[src/rtl/vga_sync_receiver.sv]
// rtl/vga_sync_receiver.sv - recovers pixel position and lock status from strobed VGA hsync/vsync
// Timing is learned from the incoming syncs; lock needs LOCK_FRAMES identical frames.
module vga_sync_receiver #(
    parameter int H_BACK      = 48,
    parameter int H_ACTIVE    = 640,
    parameter int V_BACK      = 33,
    parameter int V_ACTIVE    = 480,
    parameter int LOCK_FRAMES = 2
) (
    input  logic       i_clk,
    input  logic       i_rst,
    input  logic       i_pix_en,
    input  logic       i_hsync,
    input  logic       i_vsync,
    output logic [9:0] o_x,
    output logic [9:0] o_y,
    output logic       o_active,
    output logic       o_locked,
    output logic [9:0] o_line_len,
    output logic [9:0] o_frame_lines,
    output logic       o_err
);

    typedef enum logic [1:0] {
        SEARCH  = 2'd0,
        MEASURE = 2'd1,
        LOCKED  = 2'd2
    } state_t;

    localparam logic [10:0] LP_H_LO   = 11'(H_BACK);
    localparam logic [10:0] LP_H_HI   = 11'(H_BACK + H_ACTIVE);
    localparam logic [10:0] LP_V_LO   = 11'(V_BACK);
    localparam logic [10:0] LP_V_HI   = 11'(V_BACK + V_ACTIVE);
    localparam logic [9:0]  LP_H_OFS  = 10'(H_BACK);
    localparam logic [9:0]  LP_V_OFS  = 10'(V_BACK);
    localparam logic [7:0]  LP_LOCK   = 8'(LOCK_FRAMES);
    localparam logic [9:0]  LP_WD_MAX = 10'd1022;

    state_t     r_state;
    logic       r_hs_q;
    logic       r_vs_q;
    logic [9:0] r_h_cnt;
    logic [9:0] r_v_cnt;
    logic [9:0] r_wd_cnt;
    logic [9:0] r_line_len;
    logic [9:0] r_frame_lines;
    logic [7:0] r_match_cnt;
    logic       r_frame_ok;
    logic       r_locked;
    logic       r_err;

    logic       w_h_edge;
    logic       w_v_edge;
    logic       w_h_max;
    logic       w_v_max;
    logic [9:0] w_line_meas;
    logic [9:0] w_frame_meas;
    logic       w_line_mis;
    logic       w_frame_mis;
    logic       w_frame_match;
    logic       w_wd_fire;
    logic [7:0] w_match_inc;
    logic       w_h_in;
    logic       w_v_in;
    logic       w_active;

    // Deassert edge compares the live input with the sample from the previous strobe.
    assign w_h_edge = i_pix_en & ~r_hs_q & i_hsync;
    assign w_v_edge = i_pix_en & ~r_vs_q & i_vsync;

    assign w_h_max      = (r_h_cnt == 10'h3FF);
    assign w_v_max      = (r_v_cnt == 10'h3FF);
    assign w_line_meas  = w_h_max ? 10'h3FF : r_h_cnt + 10'd1;
    assign w_frame_meas = w_v_max ? 10'h3FF : r_v_cnt + 10'd1;

    assign w_line_mis    = w_h_edge && (w_line_meas != r_line_len);
    assign w_frame_mis   = w_v_edge && (w_frame_meas != r_frame_lines);
    assign w_frame_match = r_frame_ok && !w_line_mis && !w_frame_mis;
    assign w_match_inc   = (r_match_cnt == 8'hFF) ? 8'hFF : r_match_cnt + 8'd1;

    // 1023rd consecutive strobe without a line start.
    assign w_wd_fire = i_pix_en && !w_h_edge && (r_wd_cnt == LP_WD_MAX);

    assign w_h_in   = ({1'b0, r_h_cnt} >= LP_H_LO) && ({1'b0, r_h_cnt} < LP_H_HI);
    assign w_v_in   = ({1'b0, r_v_cnt} >= LP_V_LO) && ({1'b0, r_v_cnt} < LP_V_HI);
    assign w_active = w_h_in && w_v_in && r_locked;

    assign o_active      = w_active;
    assign o_x           = w_active ? r_h_cnt - LP_H_OFS : 10'd0;
    assign o_y           = w_active ? r_v_cnt - LP_V_OFS : 10'd0;
    assign o_locked      = r_locked;
    assign o_line_len    = r_line_len;
    assign o_frame_lines = r_frame_lines;
    assign o_err         = r_err;

    always_ff @(posedge i_clk) begin
        if (!i_rst) begin
            r_state       <= SEARCH;
            r_hs_q        <= 1'b1;
            r_vs_q        <= 1'b1;
            r_h_cnt       <= 10'd0;
            r_v_cnt       <= 10'd0;
            r_wd_cnt      <= 10'd0;
            r_line_len    <= 10'd0;
            r_frame_lines <= 10'd0;
            r_match_cnt   <= 8'd0;
            r_frame_ok    <= 1'b0;
            r_locked      <= 1'b0;
            r_err         <= 1'b0;
        end else begin
            r_err <= 1'b0;
            if (i_pix_en) begin
                r_hs_q <= i_hsync;
                r_vs_q <= i_vsync;

                if (w_h_edge) begin
                    r_h_cnt <= 10'd0;
                end else if (!w_h_max) begin
                    r_h_cnt <= r_h_cnt + 10'd1;
                end

                if (w_v_edge) begin
                    r_v_cnt <= 10'd0;
                end else if (w_h_edge && !w_v_max) begin
                    r_v_cnt <= r_v_cnt + 10'd1;
                end

                if (w_h_edge || w_wd_fire) begin
                    r_wd_cnt <= 10'd0;
                end else begin
                    r_wd_cnt <= r_wd_cnt + 10'd1;
                end

                if (w_h_edge) begin
                    r_line_len <= w_line_meas;
                end
                if (w_v_edge) begin
                    r_frame_lines <= w_frame_meas;
                end

                if (w_wd_fire) begin
                    r_err       <= (r_state == LOCKED);
                    r_state     <= SEARCH;
                    r_locked    <= 1'b0;
                    r_match_cnt <= 8'd0;
                    r_frame_ok  <= 1'b0;
                end else begin
                    case (r_state)
                        SEARCH: begin
                            if (w_v_edge) begin
                                r_state     <= MEASURE;
                                r_match_cnt <= 8'd0;
                                r_frame_ok  <= 1'b1;
                            end
                        end
                        MEASURE: begin
                            // A frame closes on its vsync edge; the coincident line edge still belongs to it.
                            if (w_v_edge) begin
                                r_frame_ok <= 1'b1;
                                if (w_frame_match) begin
                                    r_match_cnt <= w_match_inc;
                                    if (w_match_inc >= LP_LOCK) begin
                                        r_state  <= LOCKED;
                                        r_locked <= 1'b1;
                                    end
                                end else begin
                                    r_match_cnt <= 8'd0;
                                end
                            end else if (w_line_mis) begin
                                r_frame_ok <= 1'b0;
                            end
                        end
                        LOCKED: begin
                            if (w_line_mis || w_frame_mis) begin
                                r_err       <= 1'b1;
                                r_locked    <= 1'b0;
                                r_state     <= MEASURE;
                                r_match_cnt <= 8'd0;
                                r_frame_ok  <= w_v_edge;
                            end
                        end
                        default: begin
                            r_state  <= SEARCH;
                            r_locked <= 1'b0;
                        end
                    endcase
                end
            end
        end
    end

endmodule

[config.mk]
export PLATFORM = sky130hd
export DESIGN_NAME = vga_sync_receiver
export DESIGN_NICKNAME = d
export VERILOG_FILES = /design/src/rtl/vga_sync_receiver.sv
export SDC_FILE = /design/constraint.sdc
export NUM_CORES = 1
export LEC_CHECK = 0
export CAP_MARGIN = 15
export CELL_PAD_IN_SITES_DETAIL_PLACEMENT = 0
export CELL_PAD_IN_SITES_GLOBAL_PLACEMENT = 2
export CORE_UTILIZATION = 36
export DETAILED_ROUTE_END_ITERATION = 10
export HOLD_SLACK_MARGIN = 0.12
export PLACE_DENSITY_LB_ADDON = 0.1
export SLEW_MARGIN = 40
export SYNTH_ARGS = -nofsm -noshare
export SYNTH_HDL_FRONTEND = slang
export SYNTH_SLANG_ARGS = --single-unit
[constraint.sdc]
create_clock -name i_clk -period 8.5 [get_ports i_clk]
set_input_delay 0.85 -clock i_clk [delete_from_list [all_inputs] [get_ports i_clk]]
set_output_delay 0.85 -clock i_clk [all_outputs]
set_load 0.01 [all_outputs]
Yosys cells after proc, flatten, opt, wreduce, memory -nomap -nowiden
Cells that the tools add are included.
W data, S select, Z words.
Word-level totals
  flip-flop bits (word level): 65
  input port bits: 5
  logic and storage cells: 112
  output and inout bits: 43
Operators by class
  order comparisons: 5
  bitwise logic cells: 6
  reductions and logical operators: 29
  muxes and demuxes: 38
  add/subtract/negate cells: 6
  equal/unequal tests: 16
Operators with widths (count)
  $mux W10: 9
  $mux W8: 6
  $add A10 B1 Y10 const B: 3
  $eq A10 B10 Y1 const B: 3
  $pmux W8 S3: 1
  $ge A10 B6 Y1 const B: 2
  $lt A10 B10 Y1 const B: 2
  $ne A10 B10 Y1: 2
  $sub A10 B6 Y10 const B: 2
  $mux W1: 13
  $mux W2: 6
  $ne A3 B3 Y1 const B: 4
  $reduce_and A6 Y1: 2
  $logic_and A1 B1 Y1: 11
  $reduce_and A2 Y1: 5
  $reduce_and A5 Y1: 2
  $add A8 B1 Y8 const B: 1
  $eq A8 B8 Y1 const B: 1
  $ge A8 B2 Y1 const B: 1
  $pmux W1 S3: 2
  $pmux W2 S3: 1
  $and A1 B1 Y1: 4
  $logic_not A1 Y1: 4
  $ne A2 B2 Y1 const B: 2
  other kinds (9): 11

Longest topological paths before layout
Gate-level depths: netlist (run 1).
  depth after elaboration: 11
  mapped depth: 13
  mapped depth without buffers: 10

Least setup slack after synthesis (run 1)
No wires, ideal clock.
  path kind: flip-flop to flip-flop
  from: register r_v_cnt[7]
  to: register r_match_cnt[1]
  buffers on the path: 2
  required time: 8429 ps
  stages on the path, launching flop included: 12
  data arrival time: 3028 ps
  path slack: 5402 ps
  cells stage by stage: dfxtp_1 > clkbuf_1 > nand2_1 > nor3_1 > mux2i_1 > xnor2_1 > nor4b_1 > a31oi_1 > or3_1 > buf_2 > or4_1 > a21oi_1
On the way
  longest elaborated chain between the ends: 10
  elaborated cells between the ends (all ways): 14
  those cells by class: add/sub (1); eq/ne (3); mux (5); reduce/logical (5)
RTL lines
  from (decl): RTL line 43  | logic [9:0] r_v_cnt;
  from (signal assigned): RTL line 125  | r_v_cnt <= r_v_cnt + 10'd1;
  $add A10 B1 Y10 / $eq A10 B10 Y1 (equally long branches): RTL line 74, 72
  $mux W10 *: RTL line 74  | assign w_frame_meas = w_v_max ? 10'h3FF : r_v_cnt + 10'd1;
  $ne A10 B10 Y1 *: RTL line 77  | assign w_frame_mis = w_v_edge && (w_frame_meas != r_frame_lines);
  $logic_and A1 B1 Y1 *: RTL line 77
  $logic_not A1 Y1: RTL line 78  | assign w_frame_match = r_frame_ok && !w_line_mis && !w_frame_mis;
  $logic_and A1 B1 Y1: RTL line 78
  $mux W8: RTL line 160  | if (w_frame_match) begin
  $mux W8: RTL line 158  | if (w_v_edge) begin
  $pmux W8 S3: RTL line 148  | case (r_state)
  $mux W8: RTL line 141  | if (w_wd_fire) begin
  to (signal assigned): RTL line 161  | r_match_cnt <= w_match_inc;
  to (decl): RTL line 47  | logic [7:0] r_match_cnt;
Mark *: on every way between the ends. The rest lies on a longest branch, timed or not. The select of a mux whose other input is x is not followed.
A chain may end at the register's enable or synchronous reset.

Worst setup path in the final report (run 1)
  from: register r_h_cnt[4]
  to: output port o_x[5]
On the way
  longest elaborated chain between the ends: 5
  elaborated cells between the ends (all ways): 7
  those cells by class: add/sub (1); order compare (2); mux (1); reduce/logical (3)
RTL lines
  from (decl): RTL line 42  | logic [9:0] r_h_cnt;
  from (signal assigned): RTL line 119  | r_h_cnt <= r_h_cnt + 10'd1;
  $ge A10 B6 Y1 / $lt A10 B10 Y1 (equally long branches): RTL line 84  | assign w_h_in = ({1'b0, r_h_cnt} >= LP_H_LO) && ({1'b0, r_h_cnt} < LP_H_HI);
  $logic_and A1 B1 Y1: RTL line 84
  $logic_and A1 B1 Y1 (2 in series): RTL line 86  | assign w_active = w_h_in && w_v_in && r_locked;
  $mux W10 *: RTL line 89  | assign o_x = w_active ? r_h_cnt - LP_H_OFS : 10'd0;
  to (decl): RTL line 15  | output logic [9:0] o_x,
Mark *: on every way between the ends. The rest lies on a longest branch, timed or not.

==> PnR_summary.wiki, run 1 <==
{| class="wikitable"
! Metric !! Value
|-
| Leakage power of the design || 0.001792 uW
|-
| Count of unresolved DRC violations after routing || 4
|-
| Worst hold-check path type || reg -> reg
|-
| Share of power burned in registers || 39.6%
|-
| Cell type of the slowest stage on the worst timing path || a221o_1
|-
| Worst setup path class || reg -> out
|-
| Worst max-slew margin expressed relative to the limit || 50.44%
|-
| Final worst setup slack || 4.390 ns
|-
| Combinational cell fraction of total power || 12.6%
|-
| Ys flop type || dfxtp_1
|-
| Final design utilization || 44.44%
|-
| Design Area, Final || 5117 sq um
|-
| # port buffers || 47
|-
| Overall power || 823.9 uW
|-
| Total Wirelength || 11760 um
|-
| Growth of design area from synthesis to finish || 18.93%
|-
| Failing checks || design-rule violations
|-
| P per Cell Area || 161.0 nW/um^2
|-
| I/O pin total || 48
|-
| Initial antenna violation count || 0
|-
| Remaining Overflow, GRT || 0
|-
| Maximum buffer depth of the clock tree || 2
|-
| First-pass GRT wire length || 19720 um
|-
| Final antenna diode count || 0
|-
| Clock Sink Count || 65
|-
| Final net count || 607
|-
| Maximum net fanout on the critical path || 20
|-
| Switching share of total power || 24.95%
|-
| CTS Root Buffer Type || clkbuf_16
|-
| Number of library cell types mapped by synthesis || 66
|-
| Int Pwr || 618.3 uW
|-
| Post-synthesis instance area || 4303 sq um
|-
| TritonCTS Buffers || 9
|-
| Post-detailed-route wirelength per cell || 15.98 um
|-
| Fillers || 1193
|-
| Setup slack at placement || 4.312 ns
|-
| Clk_lat worst skew || 0.32 ns
|-
| Register area share after synthesis || 30.24%
|-
| Overall track demand over capacity in global routing || 19.72%
|-
| Peak Freq || 243.3 MHz
|-
| Post-Syn Nets || 583
|-
| Worst slew pin tran || 0.7432 ns
|-
| CTS tree || built
|-
| Cell count after synthesis || 565
|-
| Sum of negative setup slack || 0 ns
|-
| Hold-fix buffer count after cts || 0
|-
| Rows || 39
|-
| Number of register bits inferred by synthesis || 65
|-
| Final setup viols || 0
|-
| Number of synthesized flops with an enable pin || 0
|-
| Iter 0 DRT Violations || 246
|-
| Area of placed instances || 4797 sq um
|-
| Endpoints failing hold || 0
|-
| Kind of capture point of the worst setup path || output port
|-
| First drt pass iteration count || 8
|-
| Status || complete, but fails checks
|-
| Die area || 12390 sq um
|-
| Number of nets with antenna violations after detailed routing || 0
|-
| Pin count of the biggest net entering global routing || 29
|-
| Post-CTS Setup Inserts || 0
|-
| Critical path launch point type || register
|-
| Via count || 4053
|-
| Total net switching power || 205.5 uW
|-
| Number of global-route vias before repair || 3819
|-
| Yosys warning count || 0
|-
| Detailed placer's ending HPWL || 8384 um
|-
| Effective utilization at floorplan || 37.36%
|-
| Vias/cell || 5.507
|-
| Clock-pin slew on the worst setup and hold paths || 0.06 ns
|-
| Fin. max-slew vios || 0
|-
| Routability congestion estimate || 0.8099
|-
| Maxcap violations || 0
|-
| Clk pwr share || 47.8%
|-
| Number of resized instances in the post-cts repair step || 0
|-
| Delay of the slowest critical-path stage || 0.62 ns
|-
| Proportion of layout cells with a drive suffix above 1 || 6.071%
|-
| Synth Area per Inst || 7.616 sq um
|-
| Required @ worst endpoint || 7.65 ns
|-
| Chip height || 111.3 um
|-
| Worst path cell trace || ha_1, or2_2, or3_1, o21ai_0, a221o_1, inv_1, and2_1, clkdlybuf4s50_1
|-
| Depth of the CTS H-tree || 3
|-
| Register-to-register path setup slack || 4.60 ns
|-
| Standard cell core area || 11520 sq um
|-
| Fin crit share || 48.36%
|-
| Fin crit period || 4.110 ns
|-
| Setup skew after layout || 0.005355 ns
|-
| RSZ-0062 raised after global routing || false
|-
| Worst hold stages || 2
|-
| Worst Reg-to-Reg Cells || 10
|-
| Die width || 111.3 um
|-
| Critical path arrival || 3.26 ns
|-
| Asr flop ratio synth || 0%
|-
| VDD IR max || 0.00009119 V
|}
[sequential cells by signal, summed over array words and instances (netlist names), 2 cells and up]
name / flops
r_state: 2
r_v_cnt: 10
r_match_cnt: 8
r_h_cnt: 10
r_wd_cnt: 10
o_line_len: 10
o_frame_lines: 10
[path summary, 6_finish.rpt]
check,end,start
setup reg to reg,r_match_cnt[1],r_h_cnt[4]
hold / removal,r_hs_q,r_hs_q
hold reg to reg,r_hs_q,r_hs_q
setup / recovery,o_x[5],r_h_cnt[4]
[power groups by stage]
stage               logic, uW  registers [uW]  clock network [uW]
finish                    103             326                 394
detailed placement        102             333                   0
floorplan                72.9             331                   0
CTS                       102             327                 405
global placement         99.7             333                   0
global route              116             328                 420
[worst max-delay path, delay by kind of cell, from the launching register on]
kind | cells | cell delay, ns
AOI/OAI and AO/OA | 2 | 0.77
adders and majority gates | 1 | 0.31
buffers and inverters | 2 | 0.58
DFF | 1 | 0.45
and+or+nand+nor | 3 | 0.82
[per-stage QoR]
step / hold slack [ns] / instances
after floorplan: 0.4562 / 565
after global placement: 0.4692 / 721
after detailed placement: 0.4723 / 721
after CTS: 0.4843 / 736
after global routing: 0.5154 / 736
final: 0.4896 / 736
[area by class of cell]
cell class / instances / area [sq um] / share of cell area, %
timing repair buffer: 51 / 500.5 / 9.780
sequential: 65 / 1301 / 25.43
tap: 143 / 178.9 / 3.496
clock buffer: 12 / 246.5 / 4.817
multi-input combinational: 447 / 2769 / 54.11
clock inverter: 3 / 65.06 / 1.271
inverter: 15 / 56.30 / 1.100
[Yosys cell counts (all sizes together) (2+ instances only)]
master	count	area, sq um
o22ai	6	37.54
nor3b	4	30.03
a221o	2	20.02
nand3	30	160.2
nand3b	6	45.04
a32oi	2	17.52
o221a	6	67.56
nand4	11	75.07
nor3	21	116.4
nor4b	2	17.52
inv	14	52.55
buf	16	107.6
a31oi	14	87.58
or3	13	86.33
ha	13	162.7
a21o	3	22.52
or4	2	15.01
and4	3	26.28
dfxtp	65	1301
o211ai	2	15.01
nor2b	2	12.51
xnor2	35	306.5
or2	4	25.02
a211oi	6	45.04
o31a	2	17.52
and3	10	67.56
and2	2	12.51
clkbuf	22	82.58
xor2	15	131.4
a21oi	31	155.2
mux2i	6	60.06
nand2	58	217.7
nor4	6	43.79
o31ai	4	30.03
o21a	2	15.01
nand2b	4	25.02
o21ai	22	110.1
nor2	80	300.3
[layer usage]
layer  global-route usage, %  vias to the layer above  wire (um)  part of all wire, %
met2                   32.42                       83       5506                   47
met5                       0                        -          0                    0
met4                   4.595                        0         77                 0.65
met1                   26.64                     1909       5734                   49
li1                        -                     2055          -                    -
met3                   3.827                        6        443                  3.8
[cell families (layout without fill, tap and decap cells)]
group                      count (synthesis)  count (layout)  share of synthesized area, %
AOI/OAI and AO/OA                        116             116                         17.83
xor gates and xnor gates                  51              51                         10.73
adders and majority gates                 13              13                         3.780
buffers and inverters                     53              81                         5.728
DFF                                       65              65                         30.24
muxes                                      7               7                         1.657
and+or+nand+nor                          260             260                         30.04
[cells in the final DEF, fill, tap and decap left out, drive strengths merged, types with 3 or more instances in the layout]
| cell | instances |
|---|---|
| mux2i | 6 |
| nor3b | 4 |
| xor2 | 15 |
| a211oi | 6 |
| o221a | 6 |
| nand3 | 30 |
| dfxtp | 65 |
| ha | 13 |
| clkbuf | 12 |
| or3 | 13 |
| a31oi | 14 |
| a21oi | 31 |
| and4 | 3 |
| nor4 | 6 |
| nand2 | 58 |
| o31ai | 4 |
| buf | 4 |
| and3 | 10 |
| nand4 | 11 |
| o21ai | 22 |
| inv | 14 |
| nand2b | 4 |
| or2 | 4 |
| nor2 | 80 |
| xnor2 | 35 |
| o22ai | 6 |
| a21o | 3 |
| clkdlybuf4s50 | 47 |
| nor3 | 21 |
| nand3b | 6 |
No activity file was read; power rests on OpenSTA's default activity.
==> run 2: changes to the inputs <==
--- a/config.mk
+++ b/config.mk
@@ -8,7 +8,7 @@
 export CAP_MARGIN = 15
 export CELL_PAD_IN_SITES_DETAIL_PLACEMENT = 0
 export CELL_PAD_IN_SITES_GLOBAL_PLACEMENT = 2
-export CORE_UTILIZATION = 36
+export CORE_UTILIZATION = 30
 export DETAILED_ROUTE_END_ITERATION = 10
 export HOLD_SLACK_MARGIN = 0.12
 export PLACE_DENSITY_LB_ADDON = 0.1
==> constraint.sdc (replaced) <==
create_clock -name i_clk -period 3.6 [get_ports i_clk]
set_input_delay 0.36 -clock i_clk [delete_from_list [all_inputs] [get_ports i_clk]]
set_output_delay 0.36 -clock i_clk [all_outputs]
set_load 0.01 [all_outputs]
==> run 2 against run 1 <==
Net effect: the flow now finishes without violations; clock power rose by 120%; combinational power rose by 150%; sequential power rose by 140%; non-clock buffer count rose by 25; register-to-register slack got worse by 4.3 ns; count of clock-buffer cells in the layout rose by 1; final cell count rose by 8.6%; via count rose by 2.0%; hold slack got worse by 0.0060 ns; wire length rose by 3.6%; critical path type is now reg -> reg; largest cell class unchanged.
==> PnR_summary.wiki, run 2 (synthesis gave the netlist of run 1 again) <==
{| class="wikitable"
! Metric !! Value
|-
| Status || complete, no violations
|-
| First drt pass iteration count || 4 (-4)
|-
| Most common cell after layout, fill and taps aside || nor2_1
|-
| Growth of design area from synthesis to finish || 24.43%
|-
| Vias/cell || 5.176 (-6.0%)
|-
| Worst setup path class || reg -> reg
|-
| Chip height || 121.8 um (+9.4%)
|-
| Die area || 14830 sq um (+20%)
|-
| Critical path arrival || 3.57 ns (+0.31 ns)
|-
| Total Wirelength || 12190 um (+3.6%)
|-
| Die width || 121.8 um (+9.4%)
|-
| Overall track demand over capacity in global routing || 17.78% (-1.9 points)
|-
| Worst hold slack || 0.4836 ns (-0.005978 ns)
|-
| Post-detailed-route wirelength per cell || 15.25 um (-4.6%)
|-
| Worst setup endpoint || r_match_cnt[4]
|-
| Fin crit share || 92.89%
|-
| Depth of the CTS H-tree || 3 (unchanged)
|-
| Fillers || 1472 (+23%)
|-
| Clock Sink Count || 65 (unchanged)
|-
| Worst Reg-to-Reg Cells || 13 (+3)
|-
| Clk_lat worst skew || 0.34 ns (+0.02 ns)
|-
| M1 wire length || 5862 um (+2.2%)
|-
| Required @ worst endpoint || 3.82 ns (-3.83 ns)
|-
| Sequential cell area || 1301 sq um (unchanged)
|-
| Routability congestion estimate || 0.7855 (-3.0%)
|-
| Capturing point of the worst reg2reg path || r_match_cnt[4]
|-
| CTS Root Buffer Type || clkbuf_16
|-
| Proportion of layout cells with a drive suffix above 1 || 11.15% (+5.1 points)
|-
| Standard cell core area || 13930 sq um (+21%)
|-
| Register-to-register path setup slack || 0.26 ns (-4.34 ns)
|-
| CTS tree || built
|-
| Timing startpoint of the critical path || r_v_cnt[1]
|-
| Number of resized instances in the post-cts repair step || 0 (unchanged)
|-
| Leakage power of the design || 0.001915 uW (+6.9%)
|-
| Final design utilization || 38.42% (-6.0 points)
|-
| TritonCTS Buffers || 9 (unchanged)
|-
| Worst slew pin tran || 0.5894 ns (-0.1538 ns)
|-
| Rows || 43 (+10%)
|-
| Setup skew after layout || 0.006470 ns (+0.001115 ns)
|-
| Maximum buffer depth of the clock tree || 2 (unchanged)
|-
| Final net count || 632 (+4.1%)
|-
| Maxcap violations || 0 (unchanged)
|-
| Kind of capture point of the worst setup path || register
|-
| Critical path launch point type || register
|-
| Final worst setup slack || 0.2560 ns (-4.134 ns)
|-
| Clock-pin slew on the worst setup and hold paths || 0.05 ns (about the same)
|-
| Final setup viols || 0 (unchanged)
|-
| Area of the multi-input gates || 2793 sq um (+0.86%)
|-
| Detailed placer's ending HPWL || 9016 um (+7.5%)
|-
| P per Cell Area || 354.0 nW/um^2 (+120%)
|-
| Remaining Overflow, GRT || 0 (unchanged)
|-
| Pin count of the biggest net entering global routing || 28 (-3.4%)
|-
| Final antenna diode count || 0 (unchanged)
|-
| Worst max-slew margin expressed relative to the limit || 60.56% (+10 points)
|-
| Amount of wire on met2 after detailed routing || 5695 um (+3.4%)
|-
| Wire length on met3 || 417 um (-5.9%)
|-
| Maximum net fanout on the critical path || 13 (-35%)
|-
| Initial antenna violation count || 0 (unchanged)
|-
| Effective utilization at floorplan || 30.88% (-6.5 points)
|-
| Number of global-route vias before repair || 4028 (+5.5%)
|-
| Fin. max-slew vios || 0 (unchanged)
|-
| VDD IR max || 0.0002160 V (+140%)
|-
| I/O pin total || 48 (unchanged)
|-
| Hold-fix buffer count after cts || 0 (unchanged)
|-
| Most frequent cells in the layout || nor2_1 (79), dfxtp_1 (65), nand2_1 (58), clkdlybuf4s50_1 (47), xnor2_1 (34)
|-
| Peak Freq || 299.0 MHz
|-
| Setup slack at placement || 0.2240 ns (-4.088 ns)
|-
| Top Metal Used || met4
|-
| # port buffers || 47 (unchanged)
|-
| Count of unresolved DRC violations after routing || 0 (-4)
|-
| Fin crit period || 3.344 ns
|-
| Sum of negative setup slack || 0 ns (unchanged)
|-
| Number of nets with antenna violations after detailed routing || 0 (unchanged)
|-
| Endpoints failing hold || 0 (unchanged)
|-
| First-pass GRT wire length || 20610 um (+4.5%)
|-
| Launch point of the worst reg-to-reg path || r_v_cnt[1]
|-
| Post-CTS Setup Inserts || 0 (unchanged)
|-
| Iter 0 DRT Violations || 195 (-21%)
|-
| Worst hold-check path type || reg -> reg
|-
| Via count || 4136 (+2.0%)
|-
| RSZ-0062 raised after global routing || false
|}
-- run 2: cell types whose count changed in the layout (fill, tap and decap cells not counted), sizes merged --
cell,delta
clkinv,+1
clkbuf,+1
buf,+25
bufinv,-1
-- run 2: final cells by class --
class / count / share of cell area (%)
Clock buffer: 13 / 4.674
Clock inverter: 3 / 0.7478
Inverter: 15 / 1.052
Multi-Input combinational cell: 447 / 52.16
Sequential cell: 65 / 24.30
Tap cell: 180 / 4.207
Timing Repair Buffer: 76 / 12.85
-- run 2: layer usage --
layer  vias to the layer above  global-route usage [%]
met5                         -                       0
met4                         0                   6.096
met3                        17                   4.588
met2                        76                   28.35
met1                      1950                   23.08
li1                       2093                       -
-- run 2: where the power goes --
group | internal [uW] | total (uW) | leakage [uW] | switching, uW
Clock | 553 | 873 | 0.000144 | 320
Combinational | 105 | 253 | 0.00125 | 148
Sequential | 743 | 769 | 0.000526 | 26.6
Total | 1400 | 1900 | 0.00191 | 495
-- run 2: how the worst min path moves through the flow --
stage / slack, ns / end / depth (start not counted) / startpoint
after global routing: 0.53 / r_vs_q / 2 / r_vs_q
final: 0.48 / r_hs_q / 2 / r_hs_q
after detailed placement: 0.47 / r_hs_q / 2 / r_hs_q
after global placement: 0.47 / r_hs_q / 2 / r_hs_q
after floorplan: 0.46 / r_hs_q / 2 / r_hs_q
after CTS: 0.48 / r_hs_q / 2 / r_hs_q
-- run 2: critical path: stages (launching register included) --
cell and delay [ns]:
dfxtp_1 0.42, ha_2 0.28, nand4_2 0.13, nor3_1 0.23, buf_4 0.20, nor4_1 0.05
a311oi_1 0.36, nor4b_2 0.10, buf_4 0.16, a31oi_1 0.34, o31ai_1 0.13, buf_4 0.19
or2_2 0.34, o221a_2 0.30
-- run 2: metrics by stage --
step | power (uW) | instances | area (sq um)
6_report | 1896 | 799 | 5354
5_1_grt | 1993 | 799 | 5354
3_3_place_gp | 1035 | 783 | 5026
3_5_place_dp | 1036 | 783 | 5026
4_1_cts | 1929 | 799 | 5316
2_1_floorplan | 952.4 | 565 | 4303
==> run 3: changes to the inputs <==
==> constraint.sdc (replaced) <==
create_clock -name i_clk -period 3.6 [get_ports i_clk]
set_input_delay 1.08 -clock i_clk [delete_from_list [all_inputs] [get_ports i_clk]]
set_output_delay 1.08 -clock i_clk [all_outputs]
set_load 0.01 [all_outputs]
==> run 3 against run 2 <==
Net effect: fmax is 3.9% lower; sequential share of layout area is 0.88 points lower; hold slack better by 0.010 ns; count of clock-buffer cells in the layout is 4 lower; non-clock buffer count is 16 higher; worst setup slack worse by 0.14 ns; critical path type is now reg -> out; clock power is 18% higher; design area is 3.9% higher; register-to-register slack better by 0.03 ns; sequential cell count stayed put; wire length is 1.1% higher.
==> PnR_summary.wiki, run 3 (synthesis gave the netlist of run 1 again) <==
{| class="wikitable"
! Metric !! Value
|-
| Status || complete, no violations
|-
| Most common cell after layout, fill and taps aside || nor2_1
|-
| Standard cell core area || 13930 sq um (unchanged)
|-
| Fin crit period || 3.481 ns (+0.1371 ns)
|-
| Maximum net fanout on the critical path || 5 (-8)
|-
| Iter 0 DRT Violations || 254 (+30%)
|-
| Kind of capture point of the worst setup path || output port
|-
| Growth of design area from synthesis to finish || 29.34%
|-
| Count of unresolved DRC violations after routing || 0 (unchanged)
|-
| Rows || 43 (unchanged)
|-
| Peak Freq || 287.3 MHz (-3.9%)
|-
| Critical path launch point type || register
|-
| Number of buffers and inverters on the critical path || 3 (unchanged)
|-
| Maximum buffer depth of the clock tree || 2 (unchanged)
|-
| Worst slew pin tran || 0.4827 ns (-0.1067 ns)
|-
| Chip height || 121.8 um (unchanged)
|-
| Routability congestion estimate || 0.7962 (+1.4%)
|-
| Final setup viols || 0 (unchanged)
|-
| Die width || 121.8 um (unchanged)
|-
| Required @ worst endpoint || 2.52 ns (-1.30 ns)
|-
| Remaining Overflow, GRT || 0 (unchanged)
|-
| I/O pin total || 48 (unchanged)
|-
| Critical path arrival || 2.40 ns (-1.17 ns)
|-
| Most frequent cells in the layout || nor2_1 (80), dfxtp_1 (63), nand2_1 (58), buf_4 (43), xnor2_1 (35)
|-
| Clk_lat worst skew || 0.34 ns (about the same)
|-
| Sum of negative setup slack || 0 ns (unchanged)
|-
| Worst setup path class || reg -> out
|-
| First drt pass iteration count || 6 (+2)
|-
| Vias/cell || 5.092 (-1.6%)
|-
| Fin crit share || 96.70% (+3.8 points)
|-
| Overall track demand over capacity in global routing || 17.40% (-0.37 points)
|-
| Proportion of layout cells with a drive suffix above 1 || 14.02% (+2.9 points)
|-
| CTS tree || built
|-
| Cell type of the slowest stage on the worst timing path || a221o_2
|-
| Endpoints failing hold || 0 (unchanged)
|-
| Final antenna diode count || 0 (unchanged)
|-
| Critical path's top delay family || compound AO/OA/AOI/OAI gates
|-
| Total Wirelength || 12320 um (+1.1%)
|-
| Fin. max-slew vios || 0 (unchanged)
|-
| Maxcap violations || 0 (unchanged)
|-
| Number of global-route vias before repair || 3965 (-1.6%)
|-
| Pin count of the biggest net entering global routing || 15 (-46%)
|-
| TritonCTS Buffers || 9 (unchanged)
|-
| Depth of the CTS H-tree || 3 (unchanged)
|-
| Clock Sink Count || 65 (unchanged)
|-
| Via count || 4150 (+0.34%)
|-
| Final net count || 648 (+2.5%)
|-
| Setup slack at placement || -0.03621 ns (-0.2602 ns)
|-
| First-pass GRT wire length || 20270 um (-1.7%)
|-
| Final worst setup slack || 0.1190 ns (-0.1371 ns)
|-
| Worst max-slew margin expressed relative to the limit || 67.53% (+7.0 points)
|-
| Sequential cell area || 1304 sq um (+0.19%)
|-
| Fillers || 1438 (-2.3%)
|-
| Number of nets with antenna violations after detailed routing || 0 (unchanged)
|-
| Worst hold-check path type || reg -> reg
|-
| Leakage power of the design || 0.002306 uW (+20%)
|-
| VDD IR max || 0.0002077 V (-3.8%)
|-
| Effective utilization at floorplan || 30.88% (unchanged)
|-
| Delay of the slowest critical-path stage || 0.39 ns (-0.03 ns)
|-
| Hold-fix buffer count after cts || 0 (unchanged)
|-
| Worst path cell trace || ha_1, or2_2, a21o_1, a221o_2, buf_4, buf_6, a21oi_1, dlygate4sd2_1
|-
| # port buffers || 47 (unchanged)
|-
| Initial antenna violation count || 0 (unchanged)
|-
| Clock-pin slew on the worst setup and hold paths || 0.06 ns (about the same)
|-
| Post-detailed-route wirelength per cell || 15.11 um (-0.91%)
|-
| Detailed placer's ending HPWL || 8966 um (-0.56%)
|-
| Setup skew after layout || 0.007634 ns (+0.001164 ns)
|-
| Area of the multi-input gates || 2794 sq um (about the same)
|-
| P per Cell Area || 370.6 nW/um^2 (+4.7%)
|-
| CTS Root Buffer Type || clkbuf_16
|-
| Die area || 14830 sq um (unchanged)
|}
## run 3: metal layers
layer / vias up / part of all wire [%] / track usage [%]
met5: - / 0 / 0
met4: 0 / 1.4 / 5.556
met3: 11 / 3.0 / 3.137
met2: 64 / 48 / 29.63
met1: 1942 / 47 / 22.06
li1: 2133 / - / -
## run 3: area by class of cell
| cell class | instances | share of cell area, % |
|---|---|---|
| Multi-Input combinational cell | 447 | 50.20 |
| Sequential cell | 65 | 23.43 |
| Timing Repair Buffer | 92 | 15.13 |
| Clock buffer | 9 | 4.047 |
| Tap cell | 180 | 4.047 |
| Clock inverter | 7 | 2.136 |
| Inverter | 15 | 1.012 |
## run 3: metrics by stage
stage	power, uW	utilization, %	hold WS (ns)	area (sq um)	cells
2_1_floorplan	952.4	-	0.4562	4303	565
3_3_place_gp	1044	36.72	0.4712	5116	795
3_5_place_dp	1045	36.72	0.4775	5116	795
4_1_cts	2089	39.28	0.4909	5474	812
5_1_grt	2157	39.94	0.5053	5565	815
6_report	2063	39.94	0.4938	5565	815
## run 3: final timing paths
check	startpoint	to	slack [ns]	depth (start not counted)
worst max-delay path	r_h_cnt[4]	o_y[8]	0.12	8
worst min-delay path	r_hs_q	r_hs_q	0.49	2
worst min register to register	r_hs_q	r_hs_q	0.49	2
worst max register to register	r_v_cnt[0]	r_match_cnt[1]	0.29	12
## run 3: worst min-delay path: cells and delay by family, from the launching register on
kind             cells  cell delay, ns
and+or+nand+nor      2            0.12
DFF                  1            0.32
## run 3: report_power, final
group          switching (uW)  internal (uW)  total [uW]  leakage, uW
Clock                     356            676        1030     0.000162
Sequential               25.0            742         767     0.000527
Combinational             153            111         264      0.00162
Total                     533           1530        2060      0.00231
## run 3: timing repair
item | CTS | global route
cloned | 0 | 1
pin swaps | 1 | 0
setup endpoints to repair | 20 | 28
buffers inserted | 1 | 2
resized for setup | 12 | 24
